`config.mk`:
```
export PLATFORM = sky130hd
export DESIGN_NAME = prim_heartbeat_timeout
export DESIGN_NICKNAME = d
export VERILOG_FILES = /design/src/rtl/prim_heartbeat_pkg.sv /design/src/rtl/prim_heartbeat_chan.sv /design/src/rtl/prim_heartbeat_timeout.sv
export SDC_FILE = /design/constraint.sdc
export NUM_CORES = 1
export LEC_CHECK = 0
export BUFFER_PORTS_ARGS = -buffer_cell sky130_fd_sc_hd__buf_2
export CORE_AREA = 2 2 134 136
export CTS_CLUSTER_SIZE = 16
export DETAILED_ROUTE_END_ITERATION = 12
export DIE_AREA = 0 0 136 138
export HOLD_SLACK_MARGIN = 0.15
export PLACE_DENSITY = 0.69
export SYNTH_ARGS = -nofsm -noshare
export SYNTH_HDL_FRONTEND = slang
export SYNTH_HIERARCHICAL = 1
export SYNTH_SLANG_ARGS = --single-unit
```
`constraint.sdc`:
```
create_clock -name clk_i -period 3.4 [get_ports clk_i]
set_input_delay 0.34 -clock clk_i [delete_from_list [all_inputs] [get_ports clk_i]]
set_output_delay 0.34 -clock clk_i [all_outputs]
set_load 0.01 [all_outputs]
```
`src/rtl/prim_heartbeat_pkg.sv`:
```
// Shared types and helpers for the multi-channel heartbeat timeout monitor.
// Optional build macro used by the channel: PRIM_HEARTBEAT_TIMEOUT_MAXGAP_EN.
package prim_heartbeat_pkg;

  localparam int StateWidth = 2;

  typedef enum logic [StateWidth-1:0] {
    HbIdle    = 2'b00,
    HbArmed   = 2'b01,
    HbRun     = 2'b10,
    HbTimeout = 2'b11
  } hb_state_e;

  // True when a startup grace window is non-zero and fits the counter width.
  function automatic bit hb_startup_ok(input int limit, input int width);
    if (limit <= 0) begin
      return 1'b0;
    end
    if (width >= 31) begin
      return 1'b1;
    end
    return limit < (1 << width);
  endfunction

endpackage

```
`src/rtl/prim_heartbeat_chan.sv`:
```
// One heartbeat channel: toggle detection, IDLE/ARMED/RUN/TIMEOUT FSM, gap counter,
// sticky timeout and entry pulse. Per-channel max-gap statistic is built only when
// PRIM_HEARTBEAT_TIMEOUT_MAXGAP_EN is defined; otherwise max_gap_o is tied to zero.
module prim_heartbeat_chan
  import prim_heartbeat_pkg::*;
#(
  parameter int CntWidth     = 16,
  parameter int StartupLimit = 1024
) (
  input  logic                clk_i,
  input  logic                rst_ni,
  input  logic                en_i,
  input  logic                hb_i,
  input  logic                clr_i,
  input  logic [CntWidth-1:0] limit_i,
  output logic                timeout_o,
  output logic                timeout_pulse_o,
  output logic [CntWidth-1:0] max_gap_o
);

  // Last count value that is still inside the startup grace window.
  localparam logic [CntWidth-1:0] StartupLast = CntWidth'(StartupLimit - 1);

  hb_state_e           state_reg, state_next;
  logic [CntWidth-1:0] cnt_reg, cnt_next;
  logic                hb_reg;
  logic                seed_reg, seed_next;
  logic                pulse_reg, pulse_next;
  logic                hb_event;
  logic [CntWidth-1:0] run_last;

  // A channel enabled while its heartbeat already sits high owes one event;
  // seed_reg carries it into the first ARMED cycle because hb_reg has already
  // absorbed the level while the channel was idle.
  assign hb_event = (hb_i ^ hb_reg) | seed_reg;

  // Last count inside the runtime window; only meaningful when limit_i != 0.
  assign run_last = limit_i - CntWidth'(1);

  // Next-state and counter logic; priority is !en > clr > event > count.
  always_comb begin
    state_next = state_reg;
    cnt_next   = cnt_reg;
    seed_next  = 1'b0;
    if (!en_i) begin
      state_next = HbIdle;
      cnt_next   = '0;
    end else begin
      case (state_reg)
        HbIdle: begin
          cnt_next = '0;
          if (!clr_i) begin
            state_next = HbArmed;
            seed_next  = hb_i;
          end
        end
        HbArmed: begin
          if (clr_i) begin
            cnt_next = '0;
          end else if (hb_event) begin
            state_next = HbRun;
            cnt_next   = '0;
          end else if (cnt_reg >= StartupLast) begin
            state_next = HbTimeout;
          end else begin
            cnt_next = cnt_reg + CntWidth'(1);
          end
        end
        HbRun: begin
          if (clr_i) begin
            cnt_next = '0;
          end else if (hb_event) begin
            cnt_next = '0;
          end else if (limit_i == '0) begin
            cnt_next = '0;
          end else if (cnt_reg >= run_last) begin
            // >= rather than == so a lowered limit cannot let cnt run on and wrap.
            state_next = HbTimeout;
          end else begin
            cnt_next = cnt_reg + CntWidth'(1);
          end
        end
        HbTimeout: begin
          if (clr_i) begin
            state_next = HbArmed;
            cnt_next   = '0;
          end
        end
        default: begin
          state_next = HbIdle;
          cnt_next   = '0;
        end
      endcase
    end
    pulse_next = (state_next == HbTimeout) && (state_reg != HbTimeout);
  end

  // State, counter, heartbeat history and pulse registers.
  always_ff @(posedge clk_i or negedge rst_ni) begin
    if (!rst_ni) begin
      state_reg <= HbIdle;
      cnt_reg   <= '0;
      hb_reg    <= 1'b0;
      seed_reg  <= 1'b0;
      pulse_reg <= 1'b0;
    end else begin
      state_reg <= state_next;
      cnt_reg   <= cnt_next;
      hb_reg    <= hb_i;
      seed_reg  <= seed_next;
      pulse_reg <= pulse_next;
    end
  end

  assign timeout_o       = (state_reg == HbTimeout);
  assign timeout_pulse_o = pulse_reg;

`ifdef PRIM_HEARTBEAT_TIMEOUT_MAXGAP_EN
  logic [CntWidth-1:0] max_reg, max_next;
  logic [CntWidth-1:0] gap_len;
  logic                gap_hit;

  // An event only counts as a gap when it is accepted in RUN (not masked by clr).
  assign gap_hit = en_i && !clr_i && (state_reg == HbRun) && hb_event;
  // Gap length is cnt+1, saturating at all-ones.
  assign gap_len = (&cnt_reg) ? cnt_reg : cnt_reg + CntWidth'(1);

  // Running maximum of observed gaps, cleared by clr or disable.
  always_comb begin
    max_next = max_reg;
    if (!en_i || clr_i) begin
      max_next = '0;
    end else if (gap_hit && (gap_len > max_reg)) begin
      max_next = gap_len;
    end
  end

  // Max-gap statistic register.
  always_ff @(posedge clk_i or negedge rst_ni) begin
    if (!rst_ni) begin
      max_reg <= '0;
    end else begin
      max_reg <= max_next;
    end
  end

  assign max_gap_o = max_reg;
`else
  assign max_gap_o = '0;
`endif

endmodule

```
`src/rtl/prim_heartbeat_timeout.sv`:
```
// Multi-channel heartbeat liveness monitor: one prim_heartbeat_chan per channel,
// plus the any-timeout reduction and max-gap bus packing.
// Optional feature macro: PRIM_HEARTBEAT_TIMEOUT_MAXGAP_EN (per-channel max gap).
module prim_heartbeat_timeout
  import prim_heartbeat_pkg::*;
#(
  parameter int NumChan      = 4,
  parameter int CntWidth     = 16,
  parameter int StartupLimit = 1024
) (
  input  logic                         clk_i,
  input  logic                         rst_ni,
  input  logic [NumChan-1:0]           en_i,
  input  logic [NumChan-1:0]           hb_i,
  input  logic [CntWidth-1:0]          limit_i,
  input  logic [NumChan-1:0]           clr_i,
  output logic [NumChan-1:0]           timeout_o,
  output logic [NumChan-1:0]           timeout_pulse_o,
  output logic                         any_timeout_o,
  output logic [NumChan*CntWidth-1:0]  max_gap_o
);

  genvar gi;
  generate
    for (gi = 0; gi < NumChan; gi++) begin : g_chan
      prim_heartbeat_chan #(
        .CntWidth     (CntWidth),
        .StartupLimit (StartupLimit)
      ) u_chan (
        .clk_i           (clk_i),
        .rst_ni          (rst_ni),
        .en_i            (en_i[gi]),
        .hb_i            (hb_i[gi]),
        .clr_i           (clr_i[gi]),
        .limit_i         (limit_i),
        .timeout_o       (timeout_o[gi]),
        .timeout_pulse_o (timeout_pulse_o[gi]),
        .max_gap_o       (max_gap_o[gi*CntWidth +: CntWidth])
      );
    end
  endgenerate

  assign any_timeout_o = |timeout_o;

  // The grace window must be non-zero and representable in the counter.
  startup_limit_range_a : assert property (@(posedge clk_i)
    hb_startup_ok(StartupLimit, CntWidth));

  // A timeout pulse is only ever emitted alongside the sticky flag.
  pulse_implies_timeout_a : assert property (@(posedge clk_i) disable iff (!rst_ni)
    (timeout_pulse_o & ~timeout_o) == '0);

endmodule
```
==> results of run 1 <==
## per-layer routing
layer	wire, um	track usage	part of all wire
met1	9460	0.300	0.45
met5	0	0	0
met3	737	0.0238	0.035
met2	10200	0.376	0.49
met4	382	0.0773	0.018
## area by class of cell
type | count | area [um2]
Clock buffer | 10 | 229
Clock inverter | 5 | 30.0
Fill cell | 1613 | 7560
Inverter | 52 | 210
Multi-Input combinational cell | 854 | 6030
Sequential cell | 84 | 2100
Tap cell | 229 | 287
Timing Repair Buffer | 139 | 1080
## metrics by stage
| stage | cell area [um2] | TNS, ns | cells | util |
|---|---|---|---|---|
| 4_1_cts | 9790 | -0.0748 | 1371 | 0.558 |
| 3_3_place_gp | 9330 | -17.04 | 1342 | 0.532 |
| 2_1_floorplan | 8780 | -1.88 | 1076 | - |
| 6_report | 9970 | -0.229 | 1373 | 0.569 |
| 5_1_grt | 9970 | -2.95 | 1373 | 0.569 |
| 3_5_place_dp | 9330 | -21.09 | 1342 | 0.532 |
## placed cells by master (no fill, tap or decap), types with 23 or more instances in the layout
cell type,n
nor3_1,28
buf_4,88
ha_1,94
a21oi_1,31
dfrtp_1,84
nand3_1,34
nand2_1,91
o21ai_0,36
buf_2,35
o211ai_1,23
inv_1,50
xnor2_1,41
conb_1,64
nor2_1,78
nor2b_1,23
## cell families (layout without fill, tap and decap cells)
group                    Yosys count  in the layout  synth area share
XOR/XNOR                          59             59            0.0609
other                              4             64           0.00177
multiplexers                       4              4           0.00487
buffers and inverters            140            206            0.0968
flip-flops                        84             84             0.248
adder cells (fa/ha/maj)           96             96             0.142
AND/OR/NAND/NOR                  398            400             0.247
AO/OA/AOI/OAI                    231            231             0.199
## path summary, 6_finish.rpt
| path | cells past startpoint | slack [ns] | to | startpoint |
|---|---|---|---|---|
| worst max-delay path | 18 | -0.04 | g_chan[0].u_chan/cnt_reg[14] | limit_i[0] |
| worst min-delay path | 3 | 0.28 | g_chan[3].u_chan/timeout_pulse_o | en_i[3] |
| worst max register to register | 11 | 0.61 | g_chan[0].u_chan/cnt_reg[14] | g_chan[0].u_chan/cnt_reg[0] |
| worst min register to register | 1 | 0.56 | g_chan[3].u_chan/cnt_reg[0] | g_chan[3].u_chan/cnt_reg[0] |
| max in group asynchronous | 3 | 2.10 | g_chan[0].u_chan/cnt_reg[8] | rst_ni |
| min in group asynchronous | 2 | 0.58 | g_chan[3].u_chan/seed_reg | rst_ni |
## critical path: cells and delay by family
family / cells / cell delay, ns
and+or+nand+nor: 7 / 1.40
adders and majority gates: 2 / 0.45
xor gates and xnor gates: 1 / 0.16
AOI/OAI and AO/OA: 4 / 0.88
buffers and inverters: 4 / 0.43
## where the power goes
group	total (mW)	switching, mW	leakage, nW	internal, mW
Sequential	1.14	0.0817	1.16	1.06
Combinational	1.10	0.652	3.17	0.444
Clock	0.905	0.418	0.124	0.487
Total	3.14	1.15	4.46	1.99
## repair_timing
action / CTS / global route
hold buffers: 5 / 0
gates cloned: 2 / 1
pin swaps: 3 / 12
hold endpoints to repair: 51 / 0
buffers inserted: 7 / 2
setup endpoints to repair: 27 / 60
resized for setup: 15 / 42
==> impl_metrics.csv, run 1 <==
group,metric,value,unit
run_status,status,"finished with violations",
run_status,violations,"setup timing",
clock_tree,cts_sinks,84,
place,gp_congestion,0.889,
setup_path,crit_path_frequent_cell,"buf_12",
floorplan,dieArea,18800,um2
setup_path,cp-start-kind,"input port",
yosys,yosys-top-cells-area,"dfrtp_1 25%, ha_1 14%, buf_4 5.8%",
cells_and_area,drive_gt1_frac,0.205,
pwr,powerDensity,315,nW/um2
place,post-place-ws,-0.501,ns
pwr,p_leak,4.46,nW
yosys,avgSynthCellArea,8.34,um2
floorplan,io_pins,103,
sta,setup-violations-final,9,
setup_path,crit_path_top_delay_cell,"or4b_4",
setup_path,slowest_delay,0.50,ns
setup_path,arrival,3.67,ns
drt,drc_errors,0,
clock_tree,cts_inserted_buffers,9,
sta,layout_setup_ws,-0.0370,ns
drt,antenna_left,0,
global_route,grt_max_degree,50,
yosys,synth.yosys.seq_area_share,0.248,
clock_tree,clock_path_buffers,2,
hold_path,hold_path_class,"input port to flop",
setup_path,end_kind,"flop",
global_route,grt_usage,0.224,
cells_and_area,nets,1266,
sta,report.final.slew_viol_count,0,
cells_and_area,largest_register_ffs,64,
sta,rsz0062_at_grt,"yes",
global_route,antenna_found_initial,0,
yosys,yosysTopAreaCell,"dfrtp_1",
yosys,synthTopCellsByCount,"99 x nand2_1, 96 x ha_1, 84 x dfrtp_1",
sta,period_needed,3.44,ns
floorplan,num_rows,49,
cells_and_area,diodes,0,
sta,period_share,1.01,
floorplan,die_h,138,um
drt,drt-total-wl,20800,um
yosys,synthFlopType,"dfrtp_1",
floorplan,initial_core_util,0.484,
sta,hold_viol,0,
global_route,grt_pass1_wl,35000,um
clock_tree,root_buffer,"clkbuf_16",
clock_tree,worstSkewPairLatency,0.35,ns
yosys,ys_warn_count,6,
yosys,synthesis.area,8480,um2
drt,vias_per_cell,5.67,
clock_tree,htree_levels,3,
cells_and_area,synthToLayoutAreaGrowth,17.6,%
yosys,yosysMostFrequentCell,"nand2_1",
setup_path,cp_cell_sequence,"buf_12 > inv_12 > ha_4 > or4b_4 > nor3_4 > nand2_1 > or4_4 > xor2_1 > ha_1 > nand4_1 > nor3_2 > a221oi_2 > o211ai_1 > a22oi_4 > buf_12 > buf_12 > nand2_2 > a22o_1",
clock_tree,clk_pin_slew_worst_paths,0.06,ns
drt,vias,7779,
yosys,synth_top_area_share,0.248,
drt,wl_per_cell,15.1,um
job,max-cap-violations,0,
yosys,synth_edf_count,0,
setup_path,cp_max_fo,7,
place,port_buffers,38,
global_route,overflow,0,
sta,clock_skew,0.0120,ns
setup_path,crit_type,"input port to flop",
drt,firstDrtPassIters,5,
floorplan,die_w,136,um
sta,timing.fmax,291,MHz
setup_path,cp.required,3.63,ns
sta,tightest_slew,0.642,ns
pwr,p_total,3.14,mW
clock_tree,tritoncts,"done",
yosys,synthArstFlopShare,1.00,
floorplan,core,17500,um2
yosys,syn-instance-count,1016,
drt,drt-initial-drc-count,516,
sta,holdWs,0.284,ns
pwr,ir_worst_vdd,0.000335,V
yosys,synth_cell_types,77,
global_route,grt_pass1_vias,7377,
place,post-dp-hpwl,15500,um
sta,slew-limit-headroom,0.561,
yosys,ys_seq_elements,84,
Note: power is estimated with default switching activity, not from simulation.
==> run 2: changes to the inputs <==
- CELL_PAD_IN_SITES_DETAIL_PLACEMENT: not set -> 0
- CELL_PAD_IN_SITES_GLOBAL_PLACEMENT: not set -> 1
- CORE_AREA: 2 2 134 136 -> 2 2 140 142
- DIE_AREA: 0 0 136 138 -> 0 0 142 144
- PLACE_DENSITY: 0.69 -> not set
- PLACE_DENSITY_LB_ADDON: not set -> 0.1
- SYNTH_HIERARCHICAL: 1 -> not set
- clock period: 3.4 -> 3.05 ns (I/O delays scaled with it)
==> impl_metrics.csv, run 2 <==
group,metric,value,unit
run_status,status,"finished with violations",
run_status,violations,"setup timing",
cells_and_area,design_area,9550,um2
clock_tree,cts_sinks,84,
cells_and_area,synthToLayoutAreaGrowth,27.8,%
cells_and_area,most-common-layout-cells,"100 x buf_4, 84 x dfrtp_1, 82 x ha_1",
cells_and_area,final_cells,1251,
setup_path,reg2reg_depth,10,
yosys,synth.yosys.seq_area_share,0.282,
yosys,synth_top_family_by_area,"compound AO/OA/AOI/OAI gates",
place,post-dp-hpwl,16200,um
yosys,synthTopCellsByCount,"85 x ha_1, 84 x dfrtp_1, 72 x buf_4",
cells_and_area,nets,1123,
drt,vias,6988,
clock_tree,worstSkewPairLatency,0.36,ns
sta,layout_setup_ws,-0.470,ns
floorplan,die_h,144,um
yosys,synth_cell_types,73,
cells_and_area,diodes,0,
setup_path,timing.rr.start,"g_chan[2].u_chan.cnt_reg[0]",
yosys,synth_fa_ha_area_frac,0.142,
place,placed_cells,1217,
pwr,p_leak,4.53,nW
yosys,synth_top_area_share,0.282,
setup_path,crit_start,"limit_i[3]",
drt,antenna_left,0,
yosys,synth-xor-area-share,0.0220,
yosys,yosysTopAreaCell,"dfrtp_1",
cells_and_area,final_common_cell,"buf_4",
yosys,synth_edf_count,0,
setup_path,crit_type,"input port to flop",
clock_tree,clk_pin_slew_worst_paths,0.07,ns
yosys,synthArstFlopShare,1.00,
drt,vias_per_cell,5.59,
drt,drt-total-wl,21900,um
global_route,antenna_found_initial,0,
cells_and_area,largest_register_ffs,64,
place,port_buffers,38,
sta,clock_skew,0.0121,ns
pwr,ir_worst_vdd,0.000319,V
global_route,grt_usage,0.218,
hold_path,hold_end,"g_chan[2].u_chan.state_reg[1]",
place,gp_congestion,0.865,
yosys,syn-instance-count,865,
drt,drt-initial-drc-count,356,
setup_path,arrival,3.76,ns
floorplan,core,19100,um2
drt,drc_errors,0,
floorplan,io_pins,103,
clock_tree,htree_levels,3,
pwr,p_total,3.39,mW
clock_tree,tritoncts,"done",
job,max-cap-violations,0,
global_route,grt_max_degree,46,
floorplan,die_w,142,um
floorplan,dieArea,20400,um2
yosys,synthSimpleGateAreaFrac,0.212,
sta,timing.fmax,284,MHz
setup_path,cp.required,3.29,ns
sta,report.final.slew_viol_count,0,
clock_tree,cts_inserted_buffers,9,
drt,firstDrtPassIters,4,
pwr,powerDensity,356,nW/um2
yosys,ys_seq_elements,84,
hold_path,hp-start,"en_i[2]",
yosys,synth_compound_area_frac,0.236,
cells_and_area,fillers,1833,
sta,slew-limit-headroom,0.497,
sta,period_needed,3.52,ns
setup_path,cp-start-kind,"input port",
setup_path,r2r_end,"g_chan[2].u_chan.state_reg[0]",
sta,setup-violations-final,75,
yosys,yosys-top-cells-area,"dfrtp_1 28%, ha_1 14%, buf_4 7.2%",
yosys,yosysMostFrequentCell,"ha_1",
floorplan,initial_core_util,0.391,
sta,period_share,1.15,
yosys,synthesis.area,7470,um2
clock_tree,clock_path_buffers,2,
place,placed_area,8560,um2
cells_and_area,drive_gt1_frac,0.281,
yosys,ys_warn_count,0,
yosys,synthFlopType,"dfrtp_1",
global_route,grt_pass1_wl,35100,um
setup_path,cp_max_fo,6,
setup_path,ff2ff_setup_slack,0.07,ns
sta,rsz0062_at_grt,"yes",
cells_and_area,final_util,0.500,
sta,tightest_slew,0.747,ns
hold_path,hold_path_class,"input port to flop",
sta,hold_viol,0,
setup_path,end_kind,"flop",
hold_path,holdPathStages,2,
global_route,grt_pass1_vias,6801,
drt,wl_per_cell,17.5,um
clock_tree,root_buffer,"clkbuf_16",
cells_and_area,regArea,2100,um2
global_route,overflow,0,
floorplan,num_rows,51,
yosys,synth_mux_area_frac,0,
cells_and_area,multi_input_comb_area,5370,um2
sta,tns,-25.12,ns
yosys,avgSynthCellArea,8.63,um2
[run 2: changes by cell type after synthesis, moves of 11 or more]
cell	previous run	this run
a22o_1	13	1
and3_1	20	34
ha_1	96	85
inv_1	52	35
nand2_1	99	49
nor2_1	78	56
nor3_1	33	16
nor4_1	19	5
o211ai_1	23	37
o31ai_1	10	32
xnor2_1	41	8
[run 2: area by class of cell]
type	count	area share
clock buffer	10	0.0250
timing repair buffer	163	0.141
sequential	84	0.220
multi-input combinational	715	0.563
tap	238	0.0312
clock inverter	6	0.00669
inverter	35	0.0138
[run 2: power breakdown]
part           internal, mW  switching (mW)
registers              1.17          0.0737
logic                 0.414           0.571
clock network         0.657           0.511
total                  2.24            1.16
[run 2: metrics by stage]
step | hold WS (ns) | setup WS [ns]
6_report | 0.214 | -0.470
5_1_grt | 0.208 | -0.545
4_1_cts | 0.207 | -0.438
3_5_place_dp | 0.376 | -1.08
3_3_place_gp | 0.369 | -1.04
2_1_floorplan | 0.00941 | -0.563
[run 2: worst max path at each step]
| stage | depth (start not counted) | slack (ns) | endpoint |
|---|---|---|---|
| after global placement | 17 | -1.04 | g_chan[0].u_chan.cnt_reg[12] |
| after floorplan | 13 | -0.56 | g_chan[3].u_chan.cnt_reg[12] |
| final | 14 | -0.47 | g_chan[0].u_chan.cnt_reg[11] |
| after CTS | 14 | -0.44 | g_chan[0].u_chan.cnt_reg[11] |
| after detailed placement | 17 | -1.08 | g_chan[0].u_chan.cnt_reg[2] |
| after global routing | 14 | -0.55 | g_chan[0].u_chan.cnt_reg[11] |
[run 2: what timing repair did]
action | 4_1_cts | 5_1_grt
gates resized for setup | 94 | 21
setup endpoints to repair | 76 | 76
buffers inserted | 8 | 1
pin swaps | 31 | 7
hold buffers | 5 | 0
gates cloned | 5 | 0
hold endpoints to repair | 48 | 0
[run 2: kinds of logic (layout without fill, tap and decap cells)]
logic type      count (synthesis)  in the layout
buf+inv                       130            214
flops                          84             84
simple gates                  298            299
other cells                     1             64
xor+xnor                       17             17
compound gates                250            250
fa+ha+maj                      85             85
[run 2: per-layer routing]
layer	GRT usage	vias up	wire length (um)
li1	-	3382	-
met1	0.292	3426	10400
met2	0.359	155	10200
met3	0.0361	25	830
met4	0.0747	0	495
met5	0	-	0
[run 2: critical path, stage by stage]
cell and delay (ns):
buf_6 0.09, or4_4 0.54, or4_4 0.55, nor4_4 0.19, xnor2_2 0.20, ha_1 0.32, and3_4 0.18, a221o_1 0.36
a21oi_2 0.15, o21ai_2 0.09, a22oi_2 0.18, nand3_4 0.19, buf_6 0.17, a211o_1 0.24
